<file path="src/rtl/wire_pkg.sv">
// wire_pkg
// Shared definitions for the wireframe pipeline (vertex projector,
// edge sequencer, line drawer).
//   - default coordinate / vertex-index / edge-index widths
//   - edge sequencer state encoding
//   - clip outcode bit positions
package wire_pkg;

    localparam int WIRE_COORD_W = 10;
    localparam int WIRE_VIDX_W  = 3;
    localparam int WIRE_EIDX_W  = 4;

    typedef enum logic [2:0] {
        S_IDLE,
        S_E_RD,
        S_E_LAT,
        S_A_LAT,
        S_B_LAT,
        S_DRAW,
        S_GAP,
        S_NEXT
    } seq_state_t;

    localparam int OC_LEFT   = 0;
    localparam int OC_RIGHT  = 1;
    localparam int OC_TOP    = 2;
    localparam int OC_BOTTOM = 3;

    typedef logic [3:0] outcode_t;

endpackage

</file>
<file path="src/rtl/clip_outcode.sv">
// clip_outcode
// Combinational Cohen-Sutherland style region code for one projected point.
// Ports:
//   x, y     in  COORD_W signed : point coordinates
//   outcode  out 4              : bit OC_LEFT   x < 0
//                                 bit OC_RIGHT  x >= SCREEN_W
//                                 bit OC_TOP    y < 0
//                                 bit OC_BOTTOM y >= SCREEN_H
module clip_outcode
    import wire_pkg::*;
#(
    parameter int COORD_W  = WIRE_COORD_W,
    parameter int SCREEN_W = 160,
    parameter int SCREEN_H = 120
) (
    input  logic signed [COORD_W-1:0] x,
    input  logic signed [COORD_W-1:0] y,
    output outcode_t                  outcode
);

    // Screen limits expressed at coordinate width so the compares stay signed.
    localparam logic signed [COORD_W-1:0] LIMIT_X = COORD_W'(SCREEN_W);
    localparam logic signed [COORD_W-1:0] LIMIT_Y = COORD_W'(SCREEN_H);

    // A negative coordinate is simply one with its sign bit set.
    always_comb begin
        outcode            = '0;
        outcode[OC_LEFT]   = x[COORD_W-1];
        outcode[OC_RIGHT]  = (x >= LIMIT_X);
        outcode[OC_TOP]    = y[COORD_W-1];
        outcode[OC_BOTTOM] = (y >= LIMIT_Y);
    end

endmodule

</file>
<file path="src/rtl/wire_edge_sequencer.sv">
// wire_edge_sequencer
// Walks the wireframe edge list once per frame, fetches both projected
// endpoints of each edge from the vertex table and hands them to the
// Bresenham line drawer one edge at a time.
//
// Configuration macro: WIRE_CLIP_REJECT_EN
//   defined   : edges whose endpoints are both off the same screen side are
//               skipped (no line_en pulse)
//   undefined : every edge is drawn; SCREEN_W/SCREEN_H unused
//
// Ports:
//   clock, resetn          clock / async active-low reset
//   start                  one-cycle frame start request (ignored when busy)
//   busy                   frame in progress
//   frame_done             one-cycle pulse in NEXT of the last edge
//   edge_addr              edge list read address
//   edge_a, edge_b         edge endpoint indices (1-cycle read latency)
//   vert_addr              vertex table read address
//   vert_x, vert_y         projected vertex coordinates (1-cycle latency)
//   line_en                line drawer enable
//   x0, y0, x1, y1         line endpoints, stable while line_en is high
//   line_done              line drawer finished
//   edge_idx               index of the edge in flight
module wire_edge_sequencer
    import wire_pkg::*;
#(
    parameter int COORD_W   = WIRE_COORD_W,
    parameter int VIDX_W    = WIRE_VIDX_W,
    parameter int EIDX_W    = WIRE_EIDX_W,
    parameter int NUM_EDGES = 12,
    parameter int SCREEN_W  = 160,
    parameter int SCREEN_H  = 120
) (
    input  logic                      clock,
    input  logic                      resetn,
    input  logic                      start,
    output logic                      busy,
    output logic                      frame_done,
    output logic [EIDX_W-1:0]         edge_addr,
    input  logic [VIDX_W-1:0]         edge_a,
    input  logic [VIDX_W-1:0]         edge_b,
    output logic [VIDX_W-1:0]         vert_addr,
    input  logic signed [COORD_W-1:0] vert_x,
    input  logic signed [COORD_W-1:0] vert_y,
    output logic                      line_en,
    output logic signed [COORD_W-1:0] x0,
    output logic signed [COORD_W-1:0] y0,
    output logic signed [COORD_W-1:0] x1,
    output logic signed [COORD_W-1:0] y1,
    input  logic                      line_done,
    output logic [EIDX_W-1:0]         edge_idx
);

    localparam logic [EIDX_W-1:0] LAST_EDGE = EIDX_W'(NUM_EDGES - 1);

    seq_state_t          state;
    logic [EIDX_W-1:0]   edge_count;
    logic [VIDX_W-1:0]   vert_b;
    logic                last_edge;
    logic                reject;

    assign last_edge = (edge_count == LAST_EDGE);
    assign edge_addr = edge_count;
    assign edge_idx  = edge_count;

`ifdef WIRE_CLIP_REJECT_EN
    outcode_t outcode0;
    outcode_t outcode1;

    // Endpoint 0 is already registered in x0/y0 by B_LAT; endpoint 1 is
    // judged straight off the vertex read data that x1/y1 are about to latch.
    clip_outcode #(
        .COORD_W  (COORD_W),
        .SCREEN_W (SCREEN_W),
        .SCREEN_H (SCREEN_H)
    ) u_clip0 (
        .x       (x0),
        .y       (y0),
        .outcode (outcode0)
    );

    clip_outcode #(
        .COORD_W  (COORD_W),
        .SCREEN_W (SCREEN_W),
        .SCREEN_H (SCREEN_H)
    ) u_clip1 (
        .x       (vert_x),
        .y       (vert_y),
        .outcode (outcode1)
    );

    assign reject = |(outcode0 & outcode1);
`else
    localparam int unused_screen_dims = SCREEN_W + SCREEN_H;

    assign reject = 1'b0;
`endif

    // The vertex read address has to follow edge_a in the same cycle the edge
    // data arrives, so it is decoded from state rather than registered; this
    // lets A_LAT and B_LAT each see their vertex one cycle later.
    always_comb begin
        vert_addr = '0;
        case (state)
            S_E_LAT: vert_addr = edge_a;
            S_A_LAT: vert_addr = vert_b;
            default: vert_addr = '0;
        endcase
    end

    // Main sequencer. Endpoints only change in A_LAT/B_LAT, so they are stable
    // for the whole time line_en is high. GAP forces one low enable cycle so
    // the negative-edge drawer re-arms between edges.
    always_ff @(posedge clock or negedge resetn) begin
        if (!resetn) begin
            state      <= S_IDLE;
            edge_count <= '0;
            vert_b     <= '0;
            busy       <= 1'b0;
            frame_done <= 1'b0;
            line_en    <= 1'b0;
            x0         <= '0;
            y0         <= '0;
            x1         <= '0;
            y1         <= '0;
        end else begin
            case (state)
                S_IDLE: begin
                    frame_done <= 1'b0;
                    if (start) begin
                        edge_count <= '0;
                        busy       <= 1'b1;
                        state      <= S_E_RD;
                    end
                end
                S_E_RD: begin
                    state <= S_E_LAT;
                end
                S_E_LAT: begin
                    vert_b <= edge_b;
                    state  <= S_A_LAT;
                end
                S_A_LAT: begin
                    x0    <= vert_x;
                    y0    <= vert_y;
                    state <= S_B_LAT;
                end
                S_B_LAT: begin
                    x1 <= vert_x;
                    y1 <= vert_y;
                    if (reject) begin
                        frame_done <= last_edge;
                        state      <= S_NEXT;
                    end else begin
                        line_en <= 1'b1;
                        state   <= S_DRAW;
                    end
                end
                S_DRAW: begin
                    if (line_done) begin
                        line_en <= 1'b0;
                        state   <= S_GAP;
                    end
                end
                S_GAP: begin
                    frame_done <= last_edge;
                    state      <= S_NEXT;
                end
                S_NEXT: begin
                    frame_done <= 1'b0;
                    if (last_edge) begin
                        busy  <= 1'b0;
                        state <= S_IDLE;
                    end else begin
                        edge_count <= edge_count + 1'b1;
                        state      <= S_E_RD;
                    end
                end
                default: begin
                    busy    <= 1'b0;
                    line_en <= 1'b0;
                    state   <= S_IDLE;
                end
            endcase
        end
    end

endmodule

</file>
<file path="config.mk">
export PLATFORM = sky130hd
export DESIGN_NAME = wire_edge_sequencer
export DESIGN_NICKNAME = d
export VERILOG_FILES = /design/src/rtl/wire_pkg.sv /design/src/rtl/clip_outcode.sv /design/src/rtl/wire_edge_sequencer.sv
export SDC_FILE = /design/constraint.sdc
export NUM_CORES = 1
export LEC_CHECK = 0
export CAP_MARGIN = 20
export CELL_PAD_IN_SITES_DETAIL_PLACEMENT = 1
export CELL_PAD_IN_SITES_GLOBAL_PLACEMENT = 1
export CORE_MARGIN = 2
export CORE_UTILIZATION = 37
export DETAILED_ROUTE_END_ITERATION = 12
export GPL_TIMING_DRIVEN = 1
export HOLD_SLACK_MARGIN = 0.1
export PLACE_DENSITY_LB_ADDON = 0.1
export SLEW_MARGIN = 15
export SYNTH_ARGS = -nofsm -noshare
export SYNTH_HDL_FRONTEND = slang
export SYNTH_SLANG_ARGS = --single-unit
</file>
<file path="constraint.sdc">
create_clock -name clock -period 3.5 [get_ports clock]
set_input_delay 0.7 -clock clock [delete_from_list [all_inputs] [get_ports clock]]
set_output_delay 0.7 -clock clock [all_outputs]
set_load 0.01 [all_outputs]
</file>
==> results_dict.tcl <==
set metrics [dict create \
    outcome "finished, final reports clean" \
    maxCapViolCount 0 \
    tightest_slew_ns 0.646 \
    seqPwrFrac_pct 39.0 \
    cts_tree "built" \
    timing.final.crit_period_ns 2.60 \
    port_buffers 83 \
    syn_area_per_cell_sq_um 14.2 \
    postCtsSetupBuffers 0 \
    fin_tns_setup_ns 0 \
    utilization_pct 56.3 \
    synth_cells 153 \
    grt_setup_unrepaired "false" \
    cts-buffers-inserted 5 \
    critPathCaptureType "output port" \
    comb_power_share_pct 49.2 \
    vias_per_cell 4.96 \
    slowest_delay_ns 0.55 \
    antenna_found_initial 0 \
    ant_nets 0 \
    rows 27 \
    dp_cells 299 \
    nFillCells 560 \
    slowest_stage "clkdlybuf4s50_1" \
    swShare_pct 33.1 \
    layout.cells.non_filler 308 \
    p_per_area_nw_per_um2 942 \
    clk_latency_ns 0.30 \
    final_max_slew_viol_count 0 \
    drt_first_pass_iters 4 \
    syn2layout_area_growth_pct 45.2 \
    cts.reportedPaths.clkPinSlew_ns 0.09 \
    hold_viol_final 0 \
    finalCritPeriodShare_pct 74.4 \
    globalRouteOverflowTotal 0 \
    cp.required_ns 2.80 \
    path_cells "clkdlybuf4s50_1 -> mux2i_1 -> nor2_1 -> clkdlybuf4s50_1" \
    initial_core_util_pct 38.8 \
    drt_iter0_drc 27 \
    die_x_um 80.7 \
    grt_pass1_wl_um 8360 \
    ys_seq_elements 53 \
    relSlewSlack_pct 56.9 \
    startpoint_type "primary input" \
    yosysWarnings 0 \
    syn-num-nets 184 \
    layout.nets 266 \
    power_switching_w 0.000983 \
    grt_max_degree 29 \
    grt_pass1_vias 1675 \
    clock_sinks 53 \
    core-area_sq_um 5610 \
    p_leak_nw 1.32 \
    vias 1528 \
    cts-root-buf "clkbuf_8" \
    critPathTopFamily "buffers and inverters" \
    htree_levels 2 \
    synth_area_sq_um 2170 \
    cts_buffer_depth 2 \
    grt.total_usage_pct 17.3 \
    p_int_w 0.00199 \
    dieArea_sq_um 6510 \
    fp.dieH_um 80.7 \
    drt-total-wl_um 5160 \
    crit_buf_inv 2 \
    cts_hold_buffers 0 \
    path_max_fanout 1 \
    path_class "primary input to output port" \
    ys_types 24 \
    drive_gt1_share_pct 24.6 \
    vdd.ir_drop.worst_uv 392 \
    ioPinCount 84 \
    hp-class "primary input to async pin" \
    p_clk_share_pct 11.9 \
    place_congestion 0.716 \
    cp.arrival_ns 1.90 \
    fmax_mhz 384 \
    remaining_drc_errors 0 \
    cts_resized 0 \
    crit_top_cell "clkdlybuf4s50_1" \
    skew_ns 0.00697 \
    wl_per_cell_um 16.7 \
    hpwl_um 3930 \
    diodes 0 \
    finalSetupViolCount 0 \
    ys_seq_area_share_pct 61.0 \
]
-- registers in the layout, summed over array words and instances, names as in the netlist --
signal      count
y1             10
line_en         1
edge_addr       4
x1             10
y0             10
x0             10
state           3
vert_b          3
busy            1
frame_done      1
-- cell families (layout without fill, tap and decap cells) --
logic type | after synthesis | count (layout) | share of synthesized area, %
AOI/OAI and AO/OA | 13 | 13 | 3.91
DFF | 53 | 53 | 61.0
adders and majority gates | 1 | 1 | 0.575
muxes | 48 | 48 | 24.6
buffers and inverters | 15 | 98 | 4.14
and+or+nand+nor | 23 | 23 | 5.81
-- final timing paths --
check	startpoint	end	slack [ns]	cells past startpoint
setup / recovery	edge_a[0]	vert_addr[0]	0.90	4
hold / removal	resetn	y0[5]	0.41	1
setup reg to reg	state[2]	x1[1]	1.66	4
hold reg to reg	x0[4]	x0[4]	0.51	1
max in group asynchronous	resetn	x1[9]	2.53	2
min in group clock	x0[4]	x0[4]	0.51	1
-- routing by layer --
metal  global-route usage (%)  vias to the layer above  wire (um)
met5                        0                        -          0
met4                     5.59                        0         66
met3                     4.83                        7        328
met2                     31.7                       57       2840
met1                     19.1                      766       1920
li1                         -                      698          -
-- cell usage after synthesis --
cell type / count / area, sq um
nor2_1: 4 / 15.0
mux2i_1: 5 / 50.1
buf_2: 3 / 15.0
nand3b_1: 1 / 7.51
o211ai_1: 3 / 22.5
nand2_1: 6 / 22.5
a22oi_1: 1 / 7.51
inv_2: 1 / 3.75
or4b_4: 1 / 13.8
or3_1: 2 / 12.5
a21o_1: 1 / 7.51
ha_1: 1 / 12.5
a21boi_1: 1 / 7.51
a21oi_1: 1 / 5.00
buf_4: 8 / 60.1
mux2_2: 43 / 484
dfrtp_1: 53 / 1330
o21ai_0: 4 / 20.0
nand3_1: 4 / 20.0
nand4_1: 1 / 6.26
inv_1: 3 / 11.3
nor3_2: 1 / 10.0
nand2b_1: 3 / 18.8
o31ai_1: 2 / 15.0
-- power groups by stage --
stage               clock (W)  sequential (W)  combinational [W]
floorplan                   0         0.00122           0.000635
global placement            0         0.00114            0.00141
detailed placement          0         0.00118            0.00148
CTS                  0.000370         0.00116            0.00149
global route         0.000395         0.00121            0.00158
finish               0.000353         0.00116            0.00146
-- placed cells by master (no fill, tap or decap), drive strengths merged, types with 3 or more instances in the layout --
cell,count
o211ai,3
nand2,6
nor2,4
mux2i,5
dfrtp,53
mux2,43
clkdlybuf4s50,82
inv,4
clkbuf,6
buf,4
nand2b,3
nand3,4
o21ai,4
-- through the flow --
| stage | hold WS, ns | total power, W | instance area (sq um) | setup WS (ns) |
|---|---|---|---|---|
| 2_1_floorplan | 0.404 | 0.00186 | 2170 | 1.89 |
| 3_3_place_gp | 0.484 | 0.00255 | 3030 | 0.951 |
| 3_5_place_dp | 0.494 | 0.00266 | 3050 | 0.886 |
| 4_1_cts | 0.418 | 0.00302 | 3150 | 0.885 |
| 5_1_grt | 0.455 | 0.00318 | 3160 | 0.833 |
| 6_report | 0.411 | 0.00297 | 3160 | 0.896 |
-- cell type report --
type | instances | area, sq um | area share (%)
repair buffers | 86 | 865 | 27.4
inverters | 4 | 15.0 | 0.476
clock buffers | 6 | 82.6 | 2.62
multi-input cells | 85 | 764 | 24.2
well taps | 72 | 90.1 | 2.85
flip-flops and latches | 53 | 1330 | 42.0
clock inverters | 2 | 13.8 | 0.436
Power figures use the tool's default switching activity.
